## src/rtl/pong_game_ctrl_if.sv

```systemverilog
// pong_game_ctrl_if: event/button inputs and state/score outputs between the game controller and the pong datapath
interface pong_game_ctrl_if;
  logic       refr_tick;
  logic [1:0] button;
  logic       hit;
  logic       miss;
  logic       gra_still;
  logic       ball_reload;
  logic [7:0] score;
  logic [1:0] lives;
  logic [1:0] game_state;
  modport master (output refr_tick, button, hit, miss, input gra_still, ball_reload, score, lives, game_state);
  modport slave (input refr_tick, button, hit, miss, output gra_still, ball_reload, score, lives, game_state);
endinterface

```

## src/rtl/pong_game_ctrl.sv

```systemverilog
// pong_game_ctrl: game sequencer owning state, BCD score, lives and inter-ball delay; PONG_CTRL_AUTOSERVE_EN serves new balls without a button press
module pong_game_ctrl #(
  parameter int LIVES      = 3,
  parameter int WAIT_TICKS = 120
) (
  input logic             clk,
  input logic             reset,
  pong_game_ctrl_if.slave bus
);
  typedef enum logic [1:0] {NEWGAME = 2'b00, PLAY = 2'b01, NEWBALL = 2'b10, OVER = 2'b11} state_t;
  state_t     state, state_n;
  logic [7:0] timer, score_r;
  logic [1:0] lives_r;
  logic       reload_r, press, serve;
  assign press = |bus.button;
`ifdef PONG_CTRL_AUTOSERVE_EN
  assign serve = 1'b1;
`else
  assign serve = press;
`endif
  function automatic logic [7:0] bcd_inc(input logic [7:0] s);
    logic carry;
    carry = s[3:0] == 4'd9;
    return {carry ? (s[7:4] == 4'd9 ? 4'd0 : s[7:4] + 4'd1) : s[7:4], carry ? 4'd0 : s[3:0] + 4'd1};
  endfunction
  always_ff @(posedge clk)
    if (reset) state <= NEWGAME;
    else state <= state_n;
  always_comb begin
    state_n = state;
    case (state)
      NEWGAME: state_n = press ? PLAY : NEWGAME;
      PLAY:    state_n = !bus.miss ? PLAY : (lives_r <= 2'd1 ? OVER : NEWBALL);
      NEWBALL: state_n = (timer == 8'd0 && serve) ? PLAY : NEWBALL;
      OVER:    state_n = timer == 8'd0 ? NEWGAME : OVER;
    endcase
  end
  // miss outranks hit in PLAY; countdowns only advance on frame ticks in the waiting states
  always_ff @(posedge clk)
    if (reset) begin
      score_r  <= 8'h00;
      lives_r  <= 2'(LIVES);
      timer    <= 8'd0;
      reload_r <= 1'b0;
    end else begin
      reload_r <= state != PLAY && state_n == PLAY;
      case (state)
        NEWGAME: begin
          score_r <= 8'h00;
          lives_r <= 2'(LIVES);
        end
        PLAY:
          if (bus.miss) begin
            lives_r <= lives_r - 2'd1;
            timer   <= 8'(WAIT_TICKS);
          end else if (bus.hit) score_r <= bcd_inc(score_r);
        NEWBALL:
          if (bus.refr_tick && timer != 8'd0) timer <= timer - 8'd1;
        OVER:
          if (timer == 8'd0) begin
            score_r <= 8'h00;
            lives_r <= 2'(LIVES);
          end else if (bus.refr_tick) timer <= timer - 8'd1;
      endcase
    end
  always_comb begin
    bus.gra_still   = state != PLAY;
    bus.game_state  = state;
    bus.ball_reload = reload_r;
    bus.score       = score_r;
    bus.lives       = lives_r;
  end
endmodule
```

## src/flat_wrapper.sv

```systemverilog
// flat-port wrapper written by rule: the top's interface ports become plain ports
module pong_game_ctrl_flat 
#(
  parameter int LIVES      = 3,
  parameter int WAIT_TICKS = 120
)
  (clk, reset, bus_refr_tick, bus_button, bus_hit, bus_miss, bus_gra_still, bus_ball_reload, bus_score, bus_lives, bus_game_state);
  pong_game_ctrl_if bus_i ();
  input logic clk;
  input logic reset;
  input wire logic [$bits(bus_i.refr_tick)-1:0] bus_refr_tick;
  input wire logic [$bits(bus_i.button)-1:0] bus_button;
  input wire logic [$bits(bus_i.hit)-1:0] bus_hit;
  input wire logic [$bits(bus_i.miss)-1:0] bus_miss;
  output wire logic [$bits(bus_i.gra_still)-1:0] bus_gra_still;
  output wire logic [$bits(bus_i.ball_reload)-1:0] bus_ball_reload;
  output wire logic [$bits(bus_i.score)-1:0] bus_score;
  output wire logic [$bits(bus_i.lives)-1:0] bus_lives;
  output wire logic [$bits(bus_i.game_state)-1:0] bus_game_state;
  assign bus_i.refr_tick = bus_refr_tick;
  assign bus_i.button = bus_button;
  assign bus_i.hit = bus_hit;
  assign bus_i.miss = bus_miss;
  assign bus_gra_still = bus_i.gra_still;
  assign bus_ball_reload = bus_i.ball_reload;
  assign bus_score = bus_i.score;
  assign bus_lives = bus_i.lives;
  assign bus_game_state = bus_i.game_state;
  pong_game_ctrl #(.LIVES(LIVES), .WAIT_TICKS(WAIT_TICKS)) u_core (.clk(clk), .reset(reset), .bus(bus_i));
endmodule
```

## config.mk

```make
export PLATFORM = sky130hd
export DESIGN_NAME = pong_game_ctrl_flat
export DESIGN_NICKNAME = d
export VERILOG_FILES = /design/src/rtl/pong_game_ctrl_if.sv /design/src/rtl/pong_game_ctrl.sv /design/src/flat_wrapper.sv
export SDC_FILE = /design/constraint.sdc
export NUM_CORES = 1
export LEC_CHECK = 0
export CORE_ASPECT_RATIO = 0.8
export CORE_MARGIN = 5
export CORE_UTILIZATION = 50
export CTS_CLUSTER_SIZE = 28
export DETAILED_ROUTE_END_ITERATION = 8
export PLACE_DENSITY_LB_ADDON = 0.1
export SYNTH_ARGS = -nofsm -noshare
export SYNTH_HDL_FRONTEND = slang
export SYNTH_SLANG_ARGS = --single-unit
```

## constraint.sdc

```tcl
create_clock -name clk -period 2.35 [get_ports clk]
set_clock_uncertainty 0.05 [all_clocks]
set_input_delay 0.47 -clock clk [delete_from_list [all_inputs] [get_ports clk]]
set_output_delay 0.47 -clock clk [all_outputs]
set_load 0.02 [all_outputs]
```

* Word-level counts from Yosys, hierarchy flattened *
Cells that the tools add are included.

storage, ports and cells
  register bits after elaboration = 21
  input bits = 7
  output and inout bits = 14
  word-level logic and storage cells = 60

operators by class
  add/sub/neg operators = 4
  $lt $le $gt $ge = 1
  eq/ne operators = 15
  muxes and demuxes = 21
  reduce and logical (&&, ||, !) cells = 13

operator list
  operator             count
  $mux 8               7
  $pmux 8 s3           2
  $mux 4               3
  $mux 2               5
  $ne 2x2->1 const B   5
  $reduce_and 5->1     2
  $add 4x1->4 const B  2
  $eq 4x4->1 const B   2
  $logic_not 8->1      1
  $ne 2x1->1 const B   4
  $pmux 2 s4           1
  $reduce_bool 8->1    1
  $sub 8x1->8 const B  1
  $pmux 2 s3           1
  $reduce_bool 3->1    2
  $eq 2x1->1 const B   2
  $eq 2x2->1 const B   2
  $reduce_and 4->1     1
  $logic_and 1x1->1    3
  $reduce_and 3->1     1
  $le 2x1->1 const B   1
  $logic_not 2->1      1
  $mux 1               2
  $reduce_or 2->1      1
  $sub 2x1->2 const B  1

* Depth between registers and ports, before layout *
  depth in word-level cells = 6
  depth in mapped cells = 6
  mapped depth without buffers = 6

* Least setup slack after synthesis *
Ideal clock, no wire load.

  kind = flip-flop to flip-flop
  start = register u_core.timer[0]
  end = register u_core.timer[7]
  setup time = 70 ps
  arrival time = 1700 ps
  data required time = 2230 ps
  slack = 530 ps
  cell stages (with the launch flop) = 7
  path buffers = 0
  clock period less this slack = 1820 ps
  cells stage by stage = dfxtp_1 inv_1 ha_1 nor3b_1 a211o_1 or4_1 a21oi_1

on the way
  word-level cells in the longest chain between the ends = 4
  elaborated cells between the ends (all ways) = 11
  those cells by class = add/sub (1); eq/ne (2); mux (4); reduce/logical (4)

ends and longest elaborated chain
  element                                           RTL line                                    source
  start, declared                                   pong_game_ctrl.sv:12                        logic [7:0] timer, score_r;
  start signal, assigned                            pong_game_ctrl.sv:55                        timer <= 8'(WAIT_TICKS);
  start signal, assigned                            pong_game_ctrl.sv:58                        if (bus.refr_tick && timer != 8'd0) timer <= timer - 8'd1;
  start signal, assigned                            pong_game_ctrl.sv:63                        end else if (bus.refr_tick) timer <= timer - 8'd1;
  $sub 8x1->8 or $reduce_bool 8->1 (tied branches)  pong_game_ctrl.sv:58, pong_game_ctrl.sv:63
  $mux 8 or $logic_and 1x1->1 (tied branches)       pong_game_ctrl.sv:63, pong_game_ctrl.sv:58
  $mux 8 or $ne 2x1->1 (tied branches)              --
  $pmux 8 s3 or $reduce_and 5->1 (tied branches)    --

Several ways; a longest one is shown, not always the timed one. The select of a mux whose other input is x is not followed.
A chain may end at the register's enable or synchronous reset.

* Final worst setup path *
  start = register u_core.state[0], in the netlist u_core.bus.game_state[0]
  end = output bus_gra_still

on the way
  word-level cells in the longest chain between the ends = 1

ends and longest elaborated chain
  element                 RTL line              source
  start, declared         pong_game_ctrl.sv:11  state_t state, state_n;
  start signal, assigned  pong_game_ctrl.sv:28  else state <= state_n;
  $ne 2x1->1              pong_game_ctrl.sv:67  bus.gra_still = state != PLAY;
  end, declared           flat_wrapper.sv:15    output wire logic [$bits(bus_i.gra_still)-1:0] bus_gra_still;

Every way passes these cells.

==> flow_summary.ini <==
[status]
status = complete, no violations

[die]
coreArea_mm2 = 0.00220
start_util_pct = 52.9
io_pins = 21
die_area_mm2 = 0.00339
die_h_um = 53.1
rows = 15
die_w_um = 63.9

[route]
drtPass1Iterations = 4
vias = 1059
drc = 0
drtIter0Drc = 23
wl_per_cell_um = 14.5
ant_nets = 0
wl_mm = 2.63
avgViaCountPerCell = 5.85

[global_routing]
grt_first_pass_wirelength_mm = 4.61
grt_pass1_vias = 1052
antenna_found_initial = 0
grt_use_total_pct = 17.4
grt_max_degree = 21
grt_overflow = 0

[logic_synthesis]
synth_xor_area_share_pct = 1.51
syn_avg_cell_area_um2 = 8.81
synth_seq_area_share_pct = 36.2
synth-simple-area-share_pct = 22.6
synth_compound_area_share_pct = 26.6
synth-edff-count = 0
syn-cell-area_mm2 = 0.00116
synth_cells = 132
yosys_register_bits = 21
synth_top_family_by_area = compound AO/OA/AOI/OAI gates
synth_mux_area_share_pct = 0.861
syn_nets = 146
async_flop_share_pct = 0
ys.flop_type = dfxtp_1
yosys_warnings = 0
yosys.area_share.adder_pct = 7.53
ys_types = 43

[setup_path]
cp.depth = 3
r2r_setup_slack_ps = 290
cp_top_family = buffers and inverters
critPathKind = reg2out
crit-reg2reg-launch = u_core.timer[0]
cp-startpoint = u_core.bus.game_state[0]
cp_data_arrival_time_ps = 1640
required_ps = 1830
critPathMaxFanout = 7
cp-end-kind = output port
crit_slowest_cell = clkdlybuf4s50_1
max_stage_delay_ps = 570
crit_chain = nor2b_2 > inv_1 > clkdlybuf4s50_1
path_buf_inv = 2
cp-start-kind = flop
rr_worst_depth = 6

[placed_design]
hpwl_mm = 1.96
io_buffers = 20
post_dp_cell_area_mm2 = 0.00141
dp_cells = 177
place.gp.congestion = 0.822

[sta]
finalCriticalPeriod_ps = 2160
slew-limit-headroom_pct = 63.3
maxSlewViolCount = 0
rsz0062_at_grt = false
hold_viol = 0
hold-worst-slack_ps = 442
post-route-period-util_pct = 92.0
tightest_slew_ps = 549
tns_ps = 0
max_freq_ghz = 0.463
setup_viol = 0

[run]
drv_cap = 0

[cells_and_area]
stdcell_count = 181
nets = 171
area_growth_pct = 23.5
final_cell_area_mm2 = 0.00144
final_core_util_pct = 65.4
diodes = 0
drive_gt1_share_pct = 10.3

[power_and_ir_drop]
switching_share_pct = 31.8
p_sw_mw = 0.247
p_int_mw = 0.529
ir_drop_v = 0.000508
p_leak_nw = 0.510
clkPwrFrac_pct = 23.1
cellPowerDensity_mw_per_mm2 = 540
sequentialPowerShare_pct = 50.7
p_comb_share_pct = 26.2

[cts]
numCtsBuffers = 3
cts_sinks = 21
htree_num_levels = 1
postCtsHoldBufs = 0
cts_buffer_depth = 2
cts_tree = done
clkTransAtPathRegs_ps = 120
cts_setup_buffers = 0
clk_latency_ps = 310
cts_root_buffer = clkbuf_4

[worst_hold_path]
holdCritStartpoint = u_core.timer[7]
hold_path.class = reg2reg
hold_depth = 2
cells in the mapped netlist, types with 2 or more instances:
cell,n,area share (%)
o2111ai_1,2,1.5
clkbuf_1,2,0.65
a31oi_1,4,2.2
nor3_1,3,1.3
nand2b_1,3,1.6
a311oi_1,3,2.3
a21boi_0,2,1.3
nor2_1,10,3.2
a221oi_1,2,1.5
nand3_1,4,1.7
o21bai_1,2,1.3
or3_4,2,1.9
dfxtp_1,21,36
inv_1,10,3.2
nand4b_1,2,1.5
nand2_1,5,1.6
nor3b_1,3,1.9
buf_2,2,0.86
o21ai_0,9,3.9
ha_1,7,7.5
nor2b_1,3,1.6
a21oi_1,9,3.9
o31ai_1,2,1.3
sequential cells by signal, indices dropped and copies added (netlist names):
name / flops
u_core.bus.lives: 2
u_core.bus.ball_reload: 1
u_core.bus.score: 8
u_core.timer: 8
u_core.bus.game_state: 2
power by group through the flow:
stage | registers, mW | clock network, mW | logic (mW)
2_1_floorplan | 0.408 | 0 | 0.126
3_3_place_gp | 0.400 | 0 | 0.198
6_report | 0.393 | 0.179 | 0.203
5_1_grt | 0.396 | 0.211 | 0.225
3_5_place_dp | 0.401 | 0 | 0.201
4_1_cts | 0.393 | 0.187 | 0.202
worst reg2reg max path: stages, from the launching register on:
cell and delay (ps):
dfxtp_1 340, inv_1 100, ha_1 160, nor3b_1 470
nand2_1 250, xor2_1 210, a2111oi_2 390
per-stage QoR:
step | power [mW] | setup WS (ps)
floorplan | 0.533 | 530
global placement | 0.598 | 316
detailed placement | 0.602 | 270
CTS | 0.782 | 17.0
global route | 0.832 | 46.6
finish | 0.776 | 188
worst paths after layout:
| path | endpoint |
|---|---|
| worst max-delay path | bus_gra_still |
| worst min-delay path | u_core.timer[7] |
| worst max register to register | u_core.bus.game_state[0] |
| worst min register to register | u_core.timer[7] |
area by class of cell:
type                    instances  area (um2)
flip-flops and latches         21         420
clock buffers                   4        26.3
multi-input cells              97         689
repair buffers                 24         230
fillers                       193         761
inverters                      10        37.5
well taps                      25        31.3
what timing repair did:
action / CTS / global route
gates resized for setup: 0 / 1
setup endpoints to repair: 0 / 1
hold endpoints to repair: 0 / 0
kinds of logic after synthesis:
group,after synthesis
flip-flops,21
AO/OA/AOI/OAI,44
buffers and inverters,14
adder cells (fa/ha/maj),7
AND/OR/NAND/NOR,43
XOR/XNOR,2
multiplexers,1
layer usage:
metal / vias up / track usage (%) / wire [um]
met1: 491 / 20.8 / 1290
li1: 543 / - / -
met3: 5 / 5.94 / 130
met5: - / 0 / 0
met2: 20 / 28.8 / 1180
met4: 0 / 6.92 / 30
cells in the final DEF (no fill, tap or decap), types with 2 or more instances in the layout:
cell,instances
a21boi_0,2
buf_4,4
clkdlybuf4s50_1,20
o21ai_0,9
a221oi_1,2
o2111ai_1,2
nor2b_1,2
inv_1,10
nor3b_1,3
o31ai_1,2
or3_4,2
ha_1,7
nand2b_1,3
o21bai_1,2
nand2_1,5
nand4b_1,2
a311oi_1,3
clkbuf_4,3
a21oi_1,9
nor2_1,10
dfxtp_1,21
nor3_1,3
nand3_1,4
a31oi_1,4
No activity file was read; power rests on OpenSTA's default activity.
